### src/rtl/mmio_mailbox.sv
// MMIO byte mailbox on the picorv32 native bus: RX (host->CPU) and TX (CPU->host) FIFOs.
// Optional MBOX_IRQ_EN adds the CTRL.irq_en bit and a registered irq output.
module mmio_mailbox #(
   parameter int FIFO_AW     = 4,
   parameter int WAIT_STATES = 1
) (
   input  logic        clk,
   input  logic        reset,
   input  logic        mem_valid,
   input  logic [3:0]  mem_addr,
   input  logic [31:0] mem_wdata,
   input  logic [3:0]  mem_wstrb,
   output logic [31:0] mem_rdata,
   output logic        mem_ready,
   input  logic [7:0]  h_rx_data,
   input  logic        h_rx_valid,
   output logic [7:0]  h_tx_data,
   output logic        h_tx_valid,
   input  logic        h_tx_ready
`ifdef MBOX_IRQ_EN
   ,
   output logic        irq
`endif
);

   localparam int DEPTH = 1 << FIFO_AW;
   localparam logic [FIFO_AW:0] FULL_CNT = (FIFO_AW+1)'(DEPTH);

   typedef enum logic [1:0] {S_IDLE, S_WAIT, S_ACK} state_t;

   state_t state, state_nxt;
   logic [2:0]  wcnt, wcnt_nxt;
   logic [1:0]  addr_q;
   logic [31:0] wdata_q;
   logic [3:0]  wstrb_q;

   always_ff @(posedge clk) begin
      if (reset) begin
         state   <= S_IDLE;
         wcnt    <= '0;
         addr_q  <= '0;
         wdata_q <= '0;
         wstrb_q <= '0;
      end else begin
         state <= state_nxt;
         wcnt  <= wcnt_nxt;
         if (state == S_IDLE && mem_valid) begin
            addr_q  <= mem_addr[3:2];
            wdata_q <= mem_wdata;
            wstrb_q <= mem_wstrb;
         end
      end
   end

   always_comb begin
      state_nxt = state;
      wcnt_nxt  = wcnt;
      unique case (state)
         S_IDLE: begin
            if (mem_valid) begin
               wcnt_nxt  = 3'(WAIT_STATES);
               state_nxt = (WAIT_STATES > 0) ? S_WAIT : S_ACK;
            end
         end
         S_WAIT: begin
            // A dropped request is abandoned before any side effect lands
            if (!mem_valid)
               state_nxt = S_IDLE;
            else if (wcnt <= 3'd1)
               state_nxt = S_ACK;
            else
               wcnt_nxt = wcnt - 3'd1;
         end
         S_ACK:   state_nxt = S_IDLE;
         default: state_nxt = S_IDLE;
      endcase
   end

   logic ack, rd, wr;
   logic sel_data, sel_status, sel_ctrl, sel_scratch;

   assign ack         = (state == S_ACK);
   assign rd          = ack && (wstrb_q == 4'b0000);
   assign wr          = ack && (wstrb_q != 4'b0000);
   assign sel_data    = (addr_q == 2'd0);
   assign sel_status  = (addr_q == 2'd1);
   assign sel_ctrl    = (addr_q == 2'd2);
   assign sel_scratch = (addr_q == 2'd3);
   assign mem_ready   = ack;

   logic [7:0]         rx_mem [DEPTH];
   logic [FIFO_AW:0]   rx_wp, rx_rp, rx_cnt;
   logic               rx_empty, rx_full, rx_push, rx_pop;
   logic [7:0]         rx_head;

   assign rx_cnt   = rx_wp - rx_rp;
   assign rx_empty = (rx_cnt == '0);
   assign rx_full  = (rx_cnt == FULL_CNT);
   assign rx_head  = rx_mem[rx_rp[FIFO_AW-1:0]];
   assign rx_pop   = rd && sel_data && !rx_empty;
   assign rx_push  = h_rx_valid && (!rx_full || rx_pop);

   logic [7:0]         tx_mem [DEPTH];
   logic [FIFO_AW:0]   tx_wp, tx_rp, tx_cnt;
   logic               tx_empty, tx_full, tx_req, tx_push, tx_pop;

   assign tx_cnt     = tx_wp - tx_rp;
   assign tx_empty   = (tx_cnt == '0);
   assign tx_full    = (tx_cnt == FULL_CNT);
   assign h_tx_valid = !tx_empty;
   assign h_tx_data  = tx_mem[tx_rp[FIFO_AW-1:0]];
   assign tx_pop     = h_tx_valid && h_tx_ready;
   assign tx_req     = wr && sel_data && wstrb_q[0];
   assign tx_push    = tx_req && (!tx_full || tx_pop);

   always_ff @(posedge clk) begin
      if (rx_push) rx_mem[rx_wp[FIFO_AW-1:0]] <= h_rx_data;
      if (tx_push) tx_mem[tx_wp[FIFO_AW-1:0]] <= wdata_q[7:0];
   end

   always_ff @(posedge clk) begin
      if (reset) begin
         rx_wp <= '0;
         rx_rp <= '0;
         tx_wp <= '0;
         tx_rp <= '0;
      end else begin
         if (rx_push) rx_wp <= rx_wp + 1'b1;
         if (rx_pop)  rx_rp <= rx_rp + 1'b1;
         if (tx_push) tx_wp <= tx_wp + 1'b1;
         if (tx_pop)  tx_rp <= tx_rp + 1'b1;
      end
   end

   logic rx_ovf, tx_ovf, rx_under, clr;

   assign clr = wr && sel_status && wstrb_q[0];

   // A new event in the same cycle as a clear wins, so it is never lost
   always_ff @(posedge clk) begin
      if (reset) begin
         rx_ovf   <= 1'b0;
         tx_ovf   <= 1'b0;
         rx_under <= 1'b0;
      end else begin
         rx_ovf   <= (h_rx_valid && rx_full && !rx_pop)
                     || (rx_ovf && !(clr && wdata_q[2]));
         tx_ovf   <= (tx_req && tx_full && !tx_pop)
                     || (tx_ovf && !(clr && wdata_q[3]));
         rx_under <= (rd && sel_data && rx_empty)
                     || (rx_under && !(clr && wdata_q[4]));
      end
   end

   logic [31:0] scratch;

   always_ff @(posedge clk) begin
      if (reset) begin
         scratch <= '0;
      end else if (wr && sel_scratch) begin
         for (int i = 0; i < 4; i++)
            if (wstrb_q[i]) scratch[8*i +: 8] <= wdata_q[8*i +: 8];
      end
   end

   logic irq_en;

`ifdef MBOX_IRQ_EN
   always_ff @(posedge clk) begin
      if (reset) begin
         irq_en <= 1'b0;
         irq    <= 1'b0;
      end else begin
         if (wr && sel_ctrl && wstrb_q[0]) irq_en <= wdata_q[0];
         irq <= irq_en && !rx_empty;
      end
   end
`else
   assign irq_en = 1'b0;
`endif

   logic [31:0] status;

   assign status = {8'h00, 8'(tx_cnt), 8'(rx_cnt),
                    3'b000, rx_under, tx_ovf, rx_ovf, tx_full, !rx_empty};

   always_comb begin
      mem_rdata = '0;
      if (ack) begin
         unique case (addr_q)
            2'd0: mem_rdata = {24'h0, rx_empty ? 8'h00 : rx_head};
            2'd1: mem_rdata = status;
            2'd2: mem_rdata = {31'h0, irq_en};
            2'd3: mem_rdata = scratch;
         endcase
      end
   end

   logic unused_addr;
   assign unused_addr = ^mem_addr[1:0];

endmodule

### config.mk
export PLATFORM = sky130hd
export DESIGN_NAME = mmio_mailbox
export DESIGN_NICKNAME = d
export VERILOG_FILES = /design/src/rtl/mmio_mailbox.sv
export SDC_FILE = /design/constraint.sdc
export NUM_CORES = 1
export LEC_CHECK = 0
export CORE_MARGIN = 2
export CORE_UTILIZATION = 40
export CTS_BUF_LIST = sky130_fd_sc_hd__clkbuf_4
export CTS_CLUSTER_DIAMETER = 40
export CTS_CLUSTER_SIZE = 10
export DETAILED_ROUTE_END_ITERATION = 12
export GPL_TIMING_DRIVEN = 0
export PLACE_DENSITY_LB_ADDON = 0.1
export RECOVER_POWER = 50
export SKIP_LAST_GASP = 1
export SLEW_MARGIN = 0
export SYNTH_ARGS = -nofsm -noshare
export SYNTH_HDL_FRONTEND = slang
export SYNTH_SLANG_ARGS = --single-unit
### constraint.sdc
create_clock -name clk -period 3.84 [get_ports clk]
set_clock_uncertainty 0.15 [all_clocks]
set_input_delay 0.768 -clock clk [delete_from_list [all_inputs] [get_ports clk]]
set_output_delay 0.768 -clock clk [all_outputs]
set_load 0.05 [all_outputs]
==> results of run 1 <==
-- flip-flops by register name (all words and copies together) (netlist names), 3 cells and up, named ones only --
| signal | flops |
|---|---|
| rx_rp | 5 |
| scratch | 32 |
| rx_mem | 128 |
| wstrb_q | 4 |
| tx_rp | 5 |
| tx_wp | 5 |
| wdata_q | 32 |
| wcnt | 3 |
| rx_wp | 5 |
| tx_mem | 128 |
-- cells in the final DEF (no fill, tap or decap), drive strengths merged, types with 40 or more instances in the layout --
cell / synthesis / final
nor2: 46 / 46
buf: 15 / 55
mux4: 79 / 79
dfxtp: 106 / 106
nand3: 40 / 40
nand2: 141 / 141
clkbuf: 36 / 105
clkdlybuf4s50: 0 / 41
edfxtp: 256 / 256
a21oi: 105 / 105
-- worst min-delay path by stage --
stage | start | end | slack, ps | depth (start not counted)
4_1_cts | mem_wdata[26] | wdata_q[26] | 280 | 3
6_report | scratch[31] | scratch[31] | 310 | 2
2_1_floorplan | scratch[13] | scratch[13] | 280 | 2
5_1_grt | mem_wdata[21] | wdata_q[21] | 290 | 3
3_3_place_gp | scratch[29] | scratch[29] | 290 | 2
3_5_place_dp | scratch[14] | scratch[14] | 300 | 2
-- timing repair --
action                     in CTS  in global routing
setup buffers                  10                 10
resized for setup             248                 38
pin swaps                      23                 23
setup endpoints to repair      40                 33
-- power groups by stage --
stage	sequential, mW	combinational, mW	clock (mW)
floorplan	4.37	0.869	0
global placement	4.41	1.27	0
detailed placement	4.41	1.28	0
CTS	4.33	1.38	2.72
global route	4.35	1.58	2.89
finish	4.33	1.48	2.65
-- worst max-delay path, delay by kind of cell, from the launching register on --
kind | cells | cell delay (ps)
AOI/OAI and AO/OA | 2 | 400
buffers and inverters | 2 | 240
and+or+nand+nor | 4 | 740
adders and majority gates | 2 | 580
DFF | 1 | 360
-- logic make-up (layout without fill, tap and decap cells) --
| kind of cell | after synthesis | in the layout |
|---|---|---|
| fa+ha+maj | 21 | 21 |
| compound gates | 144 | 144 |
| simple gates | 310 | 310 |
| mux | 83 | 83 |
| other cells | 0 | 5 |
| buf+inv | 71 | 276 |
| xor+xnor | 17 | 17 |
| flops | 362 | 362 |
-- per-layer routing --
metal  global-route usage, %  share of wire, %
met1                    27.1                47
met3                    3.92               4.5
met4                    4.69               1.7
met5                       0                 0
met2                    30.4                47
-- cell type report --
cell class,instances,area (µm²)
fill,3188,18900
sequential,362,9830
multi-input combinational,575,4850
timing repair buffer,113,1100
tap,468,586
clock buffer,67,503
clock inverter,26,278
buffer,50,250
inverter,20,77.6
antenna,5,12.5
-- metrics by stage --
step / setup WS, ps / instances / utilization [%] / hold WS, ps / total power [mW]
floorplan: -167 / 1008 / - / 282 / 5.24
global placement: -796 / 1567 / 44.4 / 289 / 5.67
detailed placement: -792 / 1569 / 44.4 / 296 / 5.68
CTS: -314 / 1671 / 47.6 / 279 / 8.43
global route: -325 / 1684 / 48.1 / 293 / 8.81
finish: -215 / 1686 / 48.1 / 308 / 8.46
==> impl_metrics.json, run 1 <==
{
  "yosysUniqueCellTypes": 52,
  "cts_tree": "yes",
  "clockRootBuffer": "clkbuf_4",
  "avgSynthCellArea_um2": 14.5,
  "crit_top_cell": "a21oi_4",
  "yosysMostFrequentCell": "edfxtp_1",
  "drv_cap": 0,
  "p_leak_nw": 5.85,
  "grt_start_max_net_pins": 20,
  "ir_drop_mv": 0.234,
  "via_per_inst": 5.25,
  "synth_top_family_by_area": "multiplexers",
  "startpoint": "rx_wp[0]",
  "routed_wl_um": 36100,
  "hold_path_class": "reg -> reg",
  "synth_nets": 1082,
  "die_w_um": 195,
  "num_vias": 8847,
  "seqPwrFrac_pct": 51.2,
  "cp-start-kind": "register",
  "area_delta_synth_final_pct": 19.6,
  "synth.mux.area_fraction_pct": 12.4,
  "dpl.hpwl_um": 23700,
  "path_max_fanout": 3,
  "avgRoutedWirePerCell_um": 21.4,
  "worstSkewPairLatency_ps": 830,
  "cp-end-kind": "output pin",
  "grt_overflow": 0,
  "cp.arrival_ps": 3140,
  "fp.coreArea_um2": 36300,
  "place_area_um2": 16200,
  "pwr-share-comb_pct": 17.5,
  "portBuffers": 91,
  "yosysSeqAreaShare_pct": 67.1,
  "cts_buffer_depth": 3,
  "timing.slew.headroom_pct": 10.9,
  "synth_top_area_share_pct": 52.6,
  "async_reset_ff_share_pct": 0,
  "antenna_left": 0,
  "rsz0062_at_grt": "true",
  "synth-main-ff-cell": "edfxtp_1",
  "tns_ps": -1270,
  "intPower_mw": 6.12,
  "failed_checks": "negative setup slack",
  "clock_power_share_pct": 31.3,
  "initial_utilization_pct": 40.2,
  "setup_ws_ps": -215,
  "fin_nets": 1248,
  "rrSetupSlack_ps": 170,
  "antenna_found_initial": 2,
  "drt_iter0_markers": 566,
  "cpPeakStageDelay_ps": 450,
  "synth_top_area_cell": "edfxtp_1",
  "grt_pass1_wl_um": 54500,
  "path_cells": "inv_4 > ha_4 > fa_2 > and3b_1 > and4_4 > or2_4 > a21oi_4 > nand2_2 > a21oi_4 > buf_6",
  "ys_warn_count": 0,
  "fmax_ghz": 0.247,
  "synth_simple_gate_area_share_pct": 9.92,
  "drc": 0,
  "syn_area_um2": 14600,
  "p_per_area_nw_per_um2": 484,
  "endpoint": "mem_rdata[3]",
  "dieArea_um2": 38100,
  "p_sw_share_pct": 27.7,
  "hold_viol": 0,
  "clock_sinks": 362,
  "cp_data_required_time_ps": 2920,
  "status": "finished, violations left",
  "fp.dieH_um": 195,
  "synth_seq_cells": 362,
  "synth_xor_area_share_pct": 1.12,
  "numCtsBuffers": 52,
  "setup_viol": 15,
  "synthAdderAreaFrac_pct": 1.90,
  "reg2reg_depth": 10,
  "holdBufCountCts": 0,
  "period_share_pct": 106,
  "synth_compound_area_share_pct": 5.64,
  "worstSetupPathType": "reg -> out",
  "maxSlewViolCount": 0,
  "first_pass_iters": 6,
  "synth_edf_count": 256,
  "rows": 70,
  "r2r-end": "rx_mem[7][2]",
  "grt_use_total_pct": 19.1,
  "crit_slowest_cell": "fa_2",
  "post-route-min-period_ps": 4060,
  "gp_congestion": 0.796,
  "worst_pin_slew_ps": 1340,
  "rr_startpoint": "rx_wp[0]",
  "drive_gt1_share_pct": 25.6,
  "power.switching_mw": 2.35,
  "final_area_um2": 17500,
  "path_clk_slew_ps": 100,
  "io_pins": 95,
  "postSynthCellCount": 1008,
  "synth_commonest_cells": "edfxtp_1, nand2_1, dfxtp_1, a21oi_1, mux4_2",
  "grt_pass1_vias": 8926,
  "h-tree-depth": 2,
  "ys_top_cells_by_area": "edfxtp_1, dfxtp_1, mux4_2"
}
(Power assumes the default switching activity.)
==> run 2: changes to the inputs <==
==> config.mk (replaced) <==
export PLATFORM = sky130hd
export DESIGN_NAME = mmio_mailbox
export DESIGN_NICKNAME = d
export VERILOG_FILES = /design/src/rtl/mmio_mailbox.sv
export SDC_FILE = /design/constraint.sdc
export NUM_CORES = 1
export LEC_CHECK = 0
export CORE_MARGIN = 1.5
export CORE_UTILIZATION = 40
export CTS_BUF_LIST = sky130_fd_sc_hd__clkbuf_4
export CTS_CLUSTER_DIAMETER = 40
export CTS_CLUSTER_SIZE = 10
export DETAILED_ROUTE_END_ITERATION = 12
export GPL_TIMING_DRIVEN = 0
export RECOVER_POWER = 50
export SKIP_LAST_GASP = 1
export SLEW_MARGIN = 20
export SYNTH_ARGS = -nofsm -noshare
export SYNTH_HDL_FRONTEND = slang
export SYNTH_SLANG_ARGS = --single-unit
==> impl_metrics.json, run 2 (synthesis gave the netlist of run 1 again) <==
{
  "grt_start_max_net_pins": 20,
  "cp-end-kind": "output pin",
  "rsz0062_at_grt": "true",
  "worst_pin_slew_ps": 1070,
  "cp-start-kind": "register",
  "maxSlewViolCount": 0,
  "drc": 1,
  "reg2reg_depth": 9,
  "p_per_area_nw_per_um2": 474,
  "multi_input_area_um2": 4810,
  "fmax_ghz": 0.254,
  "path_max_fanout": 3,
  "failed_checks": "design-rule violations, negative setup slack",
  "cp_data_required_time_ps": 2920,
  "grt_overflow": 0,
  "area_delta_synth_final_pct": 17.3,
  "portBuffers": 91,
  "final_area_um2": 17200,
  "path_clk_slew_ps": 100,
  "drt_iter0_markers": 622,
  "final_common_cell": "edfxtp_1",
  "fp.dieH_um": 194,
  "via_per_inst": 5.36,
  "hold_viol": 0,
  "setup_ws_ps": -95.4,
  "dp_cells": 1560,
  "antenna_found_initial": 1,
  "h-tree-depth": 2,
  "fp.coreArea_um2": 35700,
  "grt_pass1_wl_um": 52900,
  "fin_nets": 1231,
  "cp.arrival_ps": 3020,
  "place_area_um2": 16100,
  "dieArea_um2": 37700,
  "p_leak_nw": 5.74,
  "drv_cap": 0,
  "initial_utilization_pct": 40.9,
  "crit_top_cell": "a21oi_4",
  "power.total_mw": 8.14,
  "worstHoldStart": "scratch[31]",
  "dpl.hpwl_um": 23600,
  "clockRootBuffer": "clkbuf_4",
  "io_pins": 95,
  "ir_drop_mv": 0.248,
  "period_share_pct": 102,
  "cts_buffer_depth": 3,
  "worstSkewPairLatency_ps": 720,
  "clock_sinks": 362,
  "path_cells": "inv_4 > ha_4 > fa_2 > and3b_1 > and4_4 > or2_4 > a21oi_4 > nand2_2 > a21oi_4 > buf_6",
  "endpoint": "mem_rdata[2]",
  "hold_path_class": "reg -> reg",
  "worstSetupPathType": "reg -> out",
  "ff_latch_area_um2": 9830,
  "die_w_um": 194,
  "post-place-ws_ps": -866,
  "drive_gt1_share_pct": 23.3,
  "routed_wl_um": 34800,
  "post-route-min-period_ps": 3940,
  "final_cells": 1651,
  "fillers": 3176,
  "timing.slew.headroom_pct": 28.4,
  "holdBufCountCts": 0,
  "r2r-end": "rx_mem[7][4]",
  "layout_common_cells": "edfxtp_1, nand2_1, dfxtp_1, a21oi_1, mux4_2",
  "status": "finished, violations left",
  "antenna_left": 0,
  "setup_viol": 6,
  "crit_slowest_cell": "fa_2",
  "first_pass_iters": 9,
  "cpPeakStageDelay_ps": 450,
  "grt_use_total_pct": 18.5,
  "grt_pass1_vias": 8880,
  "startpoint": "rx_wp[0]",
  "rrSetupSlack_ps": 490,
  "cts_tree": "yes",
  "numCtsBuffers": 47,
  "num_vias": 8843,
  "rr_startpoint": "rx_wp[0]",
  "rows": 69,
  "gp_congestion": 0.884,
  "avgRoutedWirePerCell_um": 21.1
}
## run 2: cell count changes in the layout (fill, tap and decap cells not counted), sizes merged
cell	change
clkinv	+2
diode	-3
clkbuf	+8
clkdlybuf4s15	-9
clkinvlp	-1
inv	-9
buf	-20
dlygate4sd2	+4
## run 2: area by class of cell
| cell class | instances | share of cell area (%) |
|---|---|---|
| inverter | 20 | 0.467 |
| multi-input combinational | 575 | 28.1 |
| timing repair buffer | 101 | 5.31 |
| sequential | 362 | 57.3 |
| tap | 461 | 3.36 |
| clock buffer | 62 | 2.71 |
| buffer | 50 | 1.49 |
| clock inverter | 18 | 1.25 |
| antenna | 2 | 0.0292 |
## run 2: worst min-delay path by stage
stage | to | slack, ps | depth (start not counted)
after floorplan | scratch[13] | 280 | 2
after global routing | wdata_q[15] | 330 | 2
final | scratch[31] | 310 | 2
after CTS | scratch[31] | 310 | 2
after global placement | scratch[27] | 290 | 2
after detailed placement | scratch[31] | 290 | 2
## run 2: timing repair
action                                  4_1_cts  5_1_grt
endpoints found under the setup margin       39       36
gates resized for setup                     202       46
setup buffers                                 9        1
cloned                                        0        0
pin swaps                                    15        9
## run 2: report_power, final
group | internal (mW) | switching [mW] | total, mW
Combinational | 0.605 | 0.767 | 1.37
Sequential | 4.24 | 0.0880 | 4.33
Clock | 1.10 | 1.33 | 2.43
## run 2: critical path: cells and delay by family, from the launching register on
kind                       cells  cell delay [ps]
DFF                            1              370
AOI/OAI and AO/OA              2              390
buffers and inverters          2              240
adders and majority gates      2              580
and+or+nand+nor                4              730
## run 2: per-stage QoR
step	util [%]	setup TNS, ps	hold WS, ps
global placement	45.1	-6260	292
global route	48.0	-2430	329
finish	48.0	-222	310
floorplan	-	-501	282
CTS	47.9	-854	309
detailed placement	45.1	-5090	294
## run 2: per-layer routing
layer / track usage, % / up-vias / wire length [µm]
met3: 2.99 / 46 / 1720
met2: 29.8 / 242 / 16800
li1: - / 4098 / -
met5: 0 / - / 0
met1: 26.2 / 4457 / 15700
met4: 5.03 / 0 / 602
